--- src/rtl/note_seq_driver.sv ---
// Replays a small programmed list of (tone, note) entries into the note-sequence recognizer and captures its verdict.
// Optional build macro NOTE_SEQ_STEP_CNT_EN adds the steps_sent release counter output.
module note_seq_driver #(
  parameter int unsigned DEPTH      = 8,
  parameter int unsigned PTR_W      = 3,
  parameter int unsigned OK_CYCLES  = 2,
  parameter int unsigned GAP_CYCLES = 2,
  parameter int unsigned TIMEOUT    = 15
) (
  input  logic             clk,
  input  logic             reset,
  input  logic             wr_en,
  input  logic [PTR_W-1:0] wr_addr,
  input  logic             wr_tone,
  input  logic [2:0]       wr_note,
  input  logic [PTR_W:0]   seq_len,
  input  logic             start,
  input  logic             abort,
  output logic             busy,
  output logic             done,
  output logic [1:0]       result_type,
  output logic             result_err,
  output logic             timeout,
  output logic             rec_clr_n,
  output logic             rec_ok,
  output logic             rec_tone,
  output logic [2:0]       rec_note,
  input  logic             rec_finish,
  input  logic [1:0]       rec_type
`ifdef NOTE_SEQ_STEP_CNT_EN
  ,
  output logic [PTR_W:0]   steps_sent
`endif
);

  localparam int unsigned CNT_MAX_A = (OK_CYCLES > GAP_CYCLES) ? OK_CYCLES : GAP_CYCLES;
  localparam int unsigned CNT_MAX   = (CNT_MAX_A > TIMEOUT) ? CNT_MAX_A : TIMEOUT;
  localparam int unsigned CNT_W     = $clog2(CNT_MAX + 1);

  localparam logic [PTR_W:0]   DEPTH_L  = (PTR_W+1)'(DEPTH);
  localparam logic [CNT_W-1:0] OK_LAST  = CNT_W'(OK_CYCLES - 1);
  localparam logic [CNT_W-1:0] GAP_LAST = CNT_W'(GAP_CYCLES - 1);
  localparam logic [CNT_W-1:0] TO_LAST  = CNT_W'(TIMEOUT - 1);

  typedef enum logic [2:0] {
    S_IDLE,
    S_CLEAR,
    S_SETUP,
    S_OK_HI,
    S_OK_LO,
    S_WAIT_FIN,
    S_DONE
  } state_t;

  state_t           state;
  logic [3:0]       mem [DEPTH];
  logic [PTR_W-1:0] idx;
  logic [PTR_W-1:0] idx_nxt;
  logic [PTR_W:0]   len;
  logic [PTR_W:0]   len_in;
  logic [CNT_W-1:0] cnt;
  logic             last_entry;
  logic             fin_take;

  always_ff @(posedge clk) begin
    if (wr_en && !busy)
      mem[wr_addr] <= {wr_tone, wr_note};
  end

  always_comb begin
    len_in     = (seq_len > DEPTH_L) ? DEPTH_L : seq_len;
    idx_nxt    = idx + PTR_W'(1);
    last_entry = ({1'b0, idx} == (len - (PTR_W+1)'(1)));
    // finish is honoured only where an ok press cannot be cut short
    fin_take   = rec_finish &&
                 ((state == S_SETUP) || (state == S_OK_LO) || (state == S_WAIT_FIN));
  end

  always_ff @(posedge clk or posedge reset) begin
    if (reset) begin
      state       <= S_IDLE;
      idx         <= '0;
      len         <= '0;
      cnt         <= '0;
      busy        <= 1'b0;
      done        <= 1'b0;
      result_type <= '0;
      result_err  <= 1'b0;
      timeout     <= 1'b0;
      rec_clr_n   <= 1'b1;
      rec_ok      <= 1'b0;
      rec_tone    <= 1'b0;
      rec_note    <= '0;
    end else begin
      done <= 1'b0;
      if (abort && busy) begin
        state     <= S_IDLE;
        busy      <= 1'b0;
        rec_ok    <= 1'b0;
        rec_clr_n <= 1'b1;
        cnt       <= '0;
      end else if (fin_take) begin
        result_type <= rec_type;
        result_err  <= (rec_type == 2'b00);
        timeout     <= 1'b0;
        done        <= 1'b1;
        busy        <= 1'b0;
        rec_ok      <= 1'b0;
        cnt         <= '0;
        state       <= S_DONE;
      end else begin
        case (state)
          S_IDLE: begin
            if (start) begin
              len <= len_in;
              if (len_in == '0) begin
                result_type <= '0;
                result_err  <= 1'b1;
                timeout     <= 1'b0;
                done        <= 1'b1;
                state       <= S_DONE;
              end else begin
                busy      <= 1'b1;
                rec_clr_n <= 1'b0;
                idx       <= '0;
                state     <= S_CLEAR;
              end
            end
          end
          S_CLEAR: begin
            rec_clr_n            <= 1'b1;
            {rec_tone, rec_note} <= mem[idx];
            state                <= S_SETUP;
          end
          S_SETUP: begin
            rec_ok <= 1'b1;
            cnt    <= '0;
            state  <= S_OK_HI;
          end
          S_OK_HI: begin
            if (cnt == OK_LAST) begin
              rec_ok <= 1'b0;
              cnt    <= '0;
              state  <= S_OK_LO;
            end else begin
              cnt <= cnt + 1'b1;
            end
          end
          S_OK_LO: begin
            if (cnt == GAP_LAST) begin
              cnt <= '0;
              if (last_entry) begin
                state <= S_WAIT_FIN;
              end else begin
                idx                  <= idx_nxt;
                {rec_tone, rec_note} <= mem[idx_nxt];
                state                <= S_SETUP;
              end
            end else begin
              cnt <= cnt + 1'b1;
            end
          end
          S_WAIT_FIN: begin
            if (cnt == TO_LAST) begin
              result_type <= '0;
              result_err  <= 1'b1;
              timeout     <= 1'b1;
              done        <= 1'b1;
              busy        <= 1'b0;
              cnt         <= '0;
              state       <= S_DONE;
            end else begin
              cnt <= cnt + 1'b1;
            end
          end
          S_DONE: begin
            state <= S_IDLE;
          end
          default: begin
            state <= S_IDLE;
          end
        endcase
      end
    end
  end

`ifdef NOTE_SEQ_STEP_CNT_EN
  always_ff @(posedge clk or posedge reset) begin
    if (reset) begin
      steps_sent <= '0;
    end else if (state == S_IDLE && start && len_in != '0) begin
      steps_sent <= '0;
    end else if (state == S_OK_HI && cnt == OK_LAST && !abort) begin
      steps_sent <= steps_sent + 1'b1;
    end
  end
`endif

endmodule

--- config.mk ---
export PLATFORM = sky130hd
export DESIGN_NAME = note_seq_driver
export DESIGN_NICKNAME = d
export VERILOG_FILES = /design/src/rtl/note_seq_driver.sv
export SDC_FILE = /design/constraint.sdc
export NUM_CORES = 1
export LEC_CHECK = 0
export CORE_UTILIZATION = 59
export CTS_BUF_LIST = sky130_fd_sc_hd__clkbuf_4 sky130_fd_sc_hd__clkbuf_8
export DETAILED_ROUTE_END_ITERATION = 8
export DONT_BUFFER_PORTS = 1
export PLACE_DENSITY = 0.75
export SLEW_MARGIN = 5
export SYNTH_ARGS = -nofsm -noshare
export SYNTH_HDL_FRONTEND = slang
export SYNTH_SLANG_ARGS = --single-unit
--- constraint.sdc ---
create_clock -name clk -period 3.5 [get_ports clk]
set_input_delay 0.7 -clock clk [delete_from_list [all_inputs] [get_ports clk]]
set_output_delay 0.7 -clock clk [all_outputs]
set_load 0.02 [all_outputs]
# Word level (Yosys, flattened, before mapping)
# Memories as Yosys holds them, arrays and structs flattened.
# Index checks and enable logic that the tools add are counted.
[op_classes] n_addsub=3 magnitude_cmp=1 n_eq_ne=23 n_mux=63 bitwise_logic=2 n_reduce_logical=25
[ops] operator="$mux W3" n=14
[ops] operator="$mux W1" n=28
[ops] operator="$mux W4" n=5
[ops] operator="$pmux W3 S6" n=1
[ops] operator="$reduce_and A4 Y1" n=4
[ops] operator="$pmux W1 S2" n=7
[ops] operator="$ne A3 B3 Y1 const B" n=4
[ops] operator="$ne A4 B4 Y1 const B" n=3
[ops] operator="$pmux W3 S2" n=2
[ops] operator="$pmux W4 S3" n=1
[ops] operator="$reduce_and A5 Y1" n=2
[ops] operator="$mux W2" n=4
[ops] operator="$ne A4 B2 Y1 const B" n=2
[ops] operator="$reduce_bool A4 Y1" n=2
[ops] operator="$reduce_and A7 Y1" n=1
[ops] operator="$eq A3 B2 Y1 const B" n=2
[ops] operator="$eq A3 B3 Y1 const B" n=2
[ops] operator="$ne A2 B2 Y1 const B" n=3
[ops] operator="$reduce_bool A3 Y1" n=2
[ops] operator="$reduce_bool A5 Y1" n=1
[ops] operator="$add A4 B1 Y4 const B" n=1
[ops] operator="$eq A3 B4 Y1" n=1
[ops] operator="$eq A4 B1 Y1 const B" n=1
[ops] operator="$eq A4 B4 Y1 const B" n=1
[ops] operator="other kinds (17)" n=23
[totals] reg_bits=26 ramBits=32 input_bits=19 output_inout_bits=12 elab_cells=131 memories=1
[mem_list] name="mem" depth=8 word_bits=4 rd=2 rd_ports_with_merged_regs=0 write_ports=1 line_no="56" rtl="logic [3:0] mem [DEPTH];"

# Logic depth before layout (Yosys ltp)
[logic_depth] word_depth=8 depth_mapped=7

# Least setup slack after synthesis
# No wires, ideal clock.
[synth_timing] path_type="in2reg" start="input port seq_len[0]" end="register result_err" setup_time_ps=128 arrival_time_ps=1927 required_time_ps=3372 slack_ps=1445 stages=5 cell_sequence="or4_4 > o21ai_1 > a21oi_1 > nand3b_4 > mux2_1"
[synth_between] elab_chain_cells=5
[synth_lines] item="start: declaration" line_no="16" rtl="input logic [PTR_W:0] seq_len,"
[synth_lines] item="$gt A4 B4 Y1" line_no="71" rtl="len_in = (seq_len > DEPTH_L) ? DEPTH_L : seq_len;"
[synth_lines] item="$mux W4 *" line_no="71"
[synth_lines] item="$logic_not A4 Y1 *" line_no="116" rtl="if (len_in == '0) begin"
[synth_lines] item="$ne A3 B3 Y1 (no source line) *"
[synth_lines] item="$reduce_and A5 Y1 (no source line) *"
[synth_lines] item="end signal: assignment" line_no="104" rtl="result_err <= (rec_type == 2'b00);"
[synth_lines] item="end: declaration" line_no="22" rtl="output logic result_err,"
# Every way passes the cells marked *; elsewhere a longest branch is shown, timed or not.
# A chain may end at the register's enable or synchronous reset.

# Final worst setup path
[layout_timing] start="register len[0]" end="register rec_note[2]"
[layout_between] elab_chain_cells=4
[layout_lines] item="start: declaration" line_no="59" rtl="logic [PTR_W:0] len;"
[layout_lines] item="start signal: assignment" line_no="115" rtl="len <= len_in;"
[layout_lines] item="$sub A4 B1 Y4" line_no="73" rtl="last_entry = ({1'b0, idx} == (len - (PTR_W+1)'(1)));"
[layout_lines] item="$eq A3 B4 Y1" line_no="73"
[layout_lines] item="$ne A2 B2 Y1 (no source line)"
[layout_lines] item="$reduce_and A5 Y1 (no source line)"
[layout_lines] item="end signal: assignment" line_no="132" rtl="{rec_tone, rec_note} <= mem[idx];"
[layout_lines] item="end signal: assignment" line_no="156" rtl="{rec_tone, rec_note} <= mem[idx_nxt];"
[layout_lines] item="end: declaration" line_no="27" rtl="output logic [2:0] rec_note,"
# Every way passes these cells.

==> impl_results.md <==
- Via density: 6.49
- Vias in the first global route: 1969
- Total grt overflow: 0
- Cell Pwr Density: 806 nW/um^2
- Reg2reg start: len[0]$_DFFE_PP0P_
- Largest stage delay, worst path: 430 ps
- Num rows: 26
- FF+latch count, synth: 58
- Dominant synthesized flop cell: edfxtp_1
- Worst setup path class: flop to flop
- First drt pass iteration count: 5
- Crit path from: len[0]$_DFFE_PP0P_
- CTS Hold Bufs: 0
- Post-synth EDFFs: 32
- Hold Path Stages: 0
- Final Hold Violating Endpoints: 0
- Post-synth ARST share: 44.8%
- Critical Path Most Common Cell: nor4_1
- Endpoint class of the critical path: flop
- Mux share of post-synthesis cell area: around 15%
- Die Span Y: 74.7 microns
- Initial Utilization: 61.0%
- Post_cts resized: 0
- Worst EP required: around 3700 ps
- WP depth: 7
- YS warnings: 0
- Area leader, netlist: edfxtp_1
- Syn avg cell area: 12.4 sq um
- Die Wd: 74.7 microns
- Crit-path max FO: 4
- # H-tree levels: 3
- Startpoint class of the critical path: flop
- Crit path to: rec_note[2]$_DFFE_PP0P_
- Setup WS post-layout: 1310 ps
- DRC: 0
- WL final: 6260 microns
- CTS tree: yes
- RSZ-0062 raised after global routing: no
- Slowest CP cell: nor4_1
- Maximum clock rate: 456 MHz
- Initial antenna violation count: 0
- # setup viols final: 0
- Sequential area share after synthesis: 51.7%
- First-pass GRT wire length: around 9900 microns
- Crit path buf inv count: 1
- Fin crit share: 62.7%
- Antenna viol nets, final: 0
- XOR/XNOR Fraction of Synth Area: 1.40%
- Gpl congestion: 0.883
- DP Worst Slack: roughly 1300 ps
- Avg WL per Cell: 18.9 microns
- Net count, final: ~280
- CP top delay family: simple AND/OR/NAND/NOR gates
- Post-Synth Adder-Cell Area: 1.20%
- Syn nets: 274
- Number of buffers created by CTS: 9
- Leak: 1.22 nW
- Final max-slew violation count: 0
- Post-synthesis instance total: between 200 and 300
- Later-pin clock latency in the skew report: 340 ps
- Simple-gate portion of the synthesized area: 16.2%
- Total track usage: approximately a quarter
- Worst-margin pin slew: 1080 ps
- First DRT Iteration DRCs: 173
- Hold slack: about 450 ps
- Syn-to-layout area delta: 8.71%
- Largest net degree at the start of global routing: 27
- Share of cells above drive strength 1: 18.4%
- Max Root-Sink Buffers: 2
- Max_cap viols: 0
- Reg clk slew, reported paths: ~70 ps
- R2R Setup Slk: 1310 ps
- Port Buffers: 0
- Post-CTS Setup Repair Bufs: 0
- Yosys top cell area share: 30.8%
- Dpl hpwl: between 4000 and 5000 microns
- Status: completed
- Core region area: 5110 sq um
- Compound-Gate Fraction of Synth Area: between 10% and 20%
- Final antenna diode count: 0
- Clk_skew: roughly 13 ps
- Worst path cell trace: inv_1, ha_1, xor2_1, nor4_1, nor4_1, o21ai_2, mux2_2
- Largest family of logic cells by synthesized area: simple AND/OR/NAND/NOR gates
- Tmin final: 2190 ps
- Relative slew slack: 27.4%
- Final setup TNS: 0 ps
- Tightest Hold Check Type: primary input to flop
- Synth top area cells: edfxtp_1 31%, dfrtp_1 20%, mux4_2 12%, o22ai_1 2.6%, nand2_1 2.5%
- Synth Cell Area: 3120 sq um
- Die area: 5580 sq um
- I/O pins: 31
- Worst-case reg-to-reg path depth: 7
- Library cells used by synthesis: 58
- CTS Root Cell: clkbuf_8
- Clock sinks: a little under 60
- Arr. time, crit path: approximately 2400 ps
- Reg2reg end: rec_note[2]$_DFFE_PP0P_
- Worst VDD drop: 496 uV
- Via Count: around 2100
==> report_power, final <==
part           switching [mW]  leakage, nW  internal, mW
registers               0.237        0.621         0.853
logic                   0.509        0.493         0.468
clock network           0.263        0.109         0.404
==> layer usage <==
metal	vias to the layer above	routed length [microns]	global-route usage [%]
met3	13	536	7.90
met5	-	0	0
li1	988	-	-
met2	113	2740	33.6
met4	0	128	10.3
met1	1035	2850	38.3
==> final cells by class <==
class,count,area (sq um)
clock buffer,10,131
clock inverter,6,81.3
fill,388,1720
inverter,10,37.5
multi-input combinational,174,1420
sequential,58,1610
tap,70,87.6
timing repair buffer,3,22.5
==> how the worst min path moves through the flow <==
stage,startpoint,end,slack [ps]
floorplan,len[1]$_DFFE_PP0P_,len[1]$_DFFE_PP0P_,470
global placement,len[1]$_DFFE_PP0P_,len[1]$_DFFE_PP0P_,500
detailed placement,len[1]$_DFFE_PP0P_,len[1]$_DFFE_PP0P_,510
CTS,wr_note[1],mem[4][1]$_DFFE_PP_,440
global route,wr_tone,mem[4][3]$_DFFE_PP_,430
finish,wr_tone,mem[4][3]$_DFFE_PP_,450
==> sequential cells by signal, summed over array words and instances (netlist names), 2 cells and up <==
register / count
len: 4
cnt: 4
idx: 3
rec_note: 3
result_type: 2
mem: 32
state: 3
==> cell usage after synthesis, types with 3 or more instances <==
cell,n
xor2_1,3
nand2_1,21
mux4_2,16
nor2_1,17
o21a_1,3
mux2_1,3
a21oi_1,6
nand3_1,7
a211oi_1,3
dfrtp_1,25
clkbuf_1,3
o21ai_0,11
o22ai_1,13
inv_1,10
nor3_1,8
nor4_1,4
ha_1,3
edfxtp_1,32
nand2b_1,8
mux2_2,4
buf_2,5
mux2i_1,3
==> worst register-to-register path, cell delays in order, from the launching register on <==
cell     delay, ps
dfrtp_1        400
inv_1           90
ha_1           210
xor2_1         170
nor4_1         430
nor4_1         140
o21ai_2        280
mux2_2         370
==> cell usage in the layout, fill, tap and decap left out, types with 4 or more instances in the layout <==
master / Yosys / routed
a21oi_1: 6 / 6
clkbuf_8: 0 / 9
dfrtp_1: 25 / 25
edfxtp_1: 32 / 32
inv_1: 10 / 10
mux2_2: 4 / 4
mux4_2: 16 / 16
nand2_1: 21 / 21
nand2b_1: 8 / 8
nand3_1: 7 / 7
nor2_1: 17 / 17
nor3_1: 8 / 8
nor4_1: 4 / 4
o21ai_0: 11 / 11
o22ai_1: 13 / 13
==> per-stage QoR <==
step | util [%] | instance area (sq um) | power (mW) | instances
after detailed placement | 62.2 | 3180 | 2.07 | 315
final | 66.4 | 3390 | 2.73 | 331
after global placement | 62.2 | 3180 | 2.04 | 315
after global routing | 66.4 | 3390 | 2.91 | 331
after floorplan | - | 3120 | 1.89 | 252
after CTS | 66.4 | 3390 | 2.74 | 331
==> logic make-up after synthesis <==
group           after synthesis
xor+xnor                      5
simple gates                 88
mux                          26
compound gates               52
buf+inv                      20
fa+ha+maj                     3
flops                        58
Note: power is estimated with default switching activity, not from simulation.
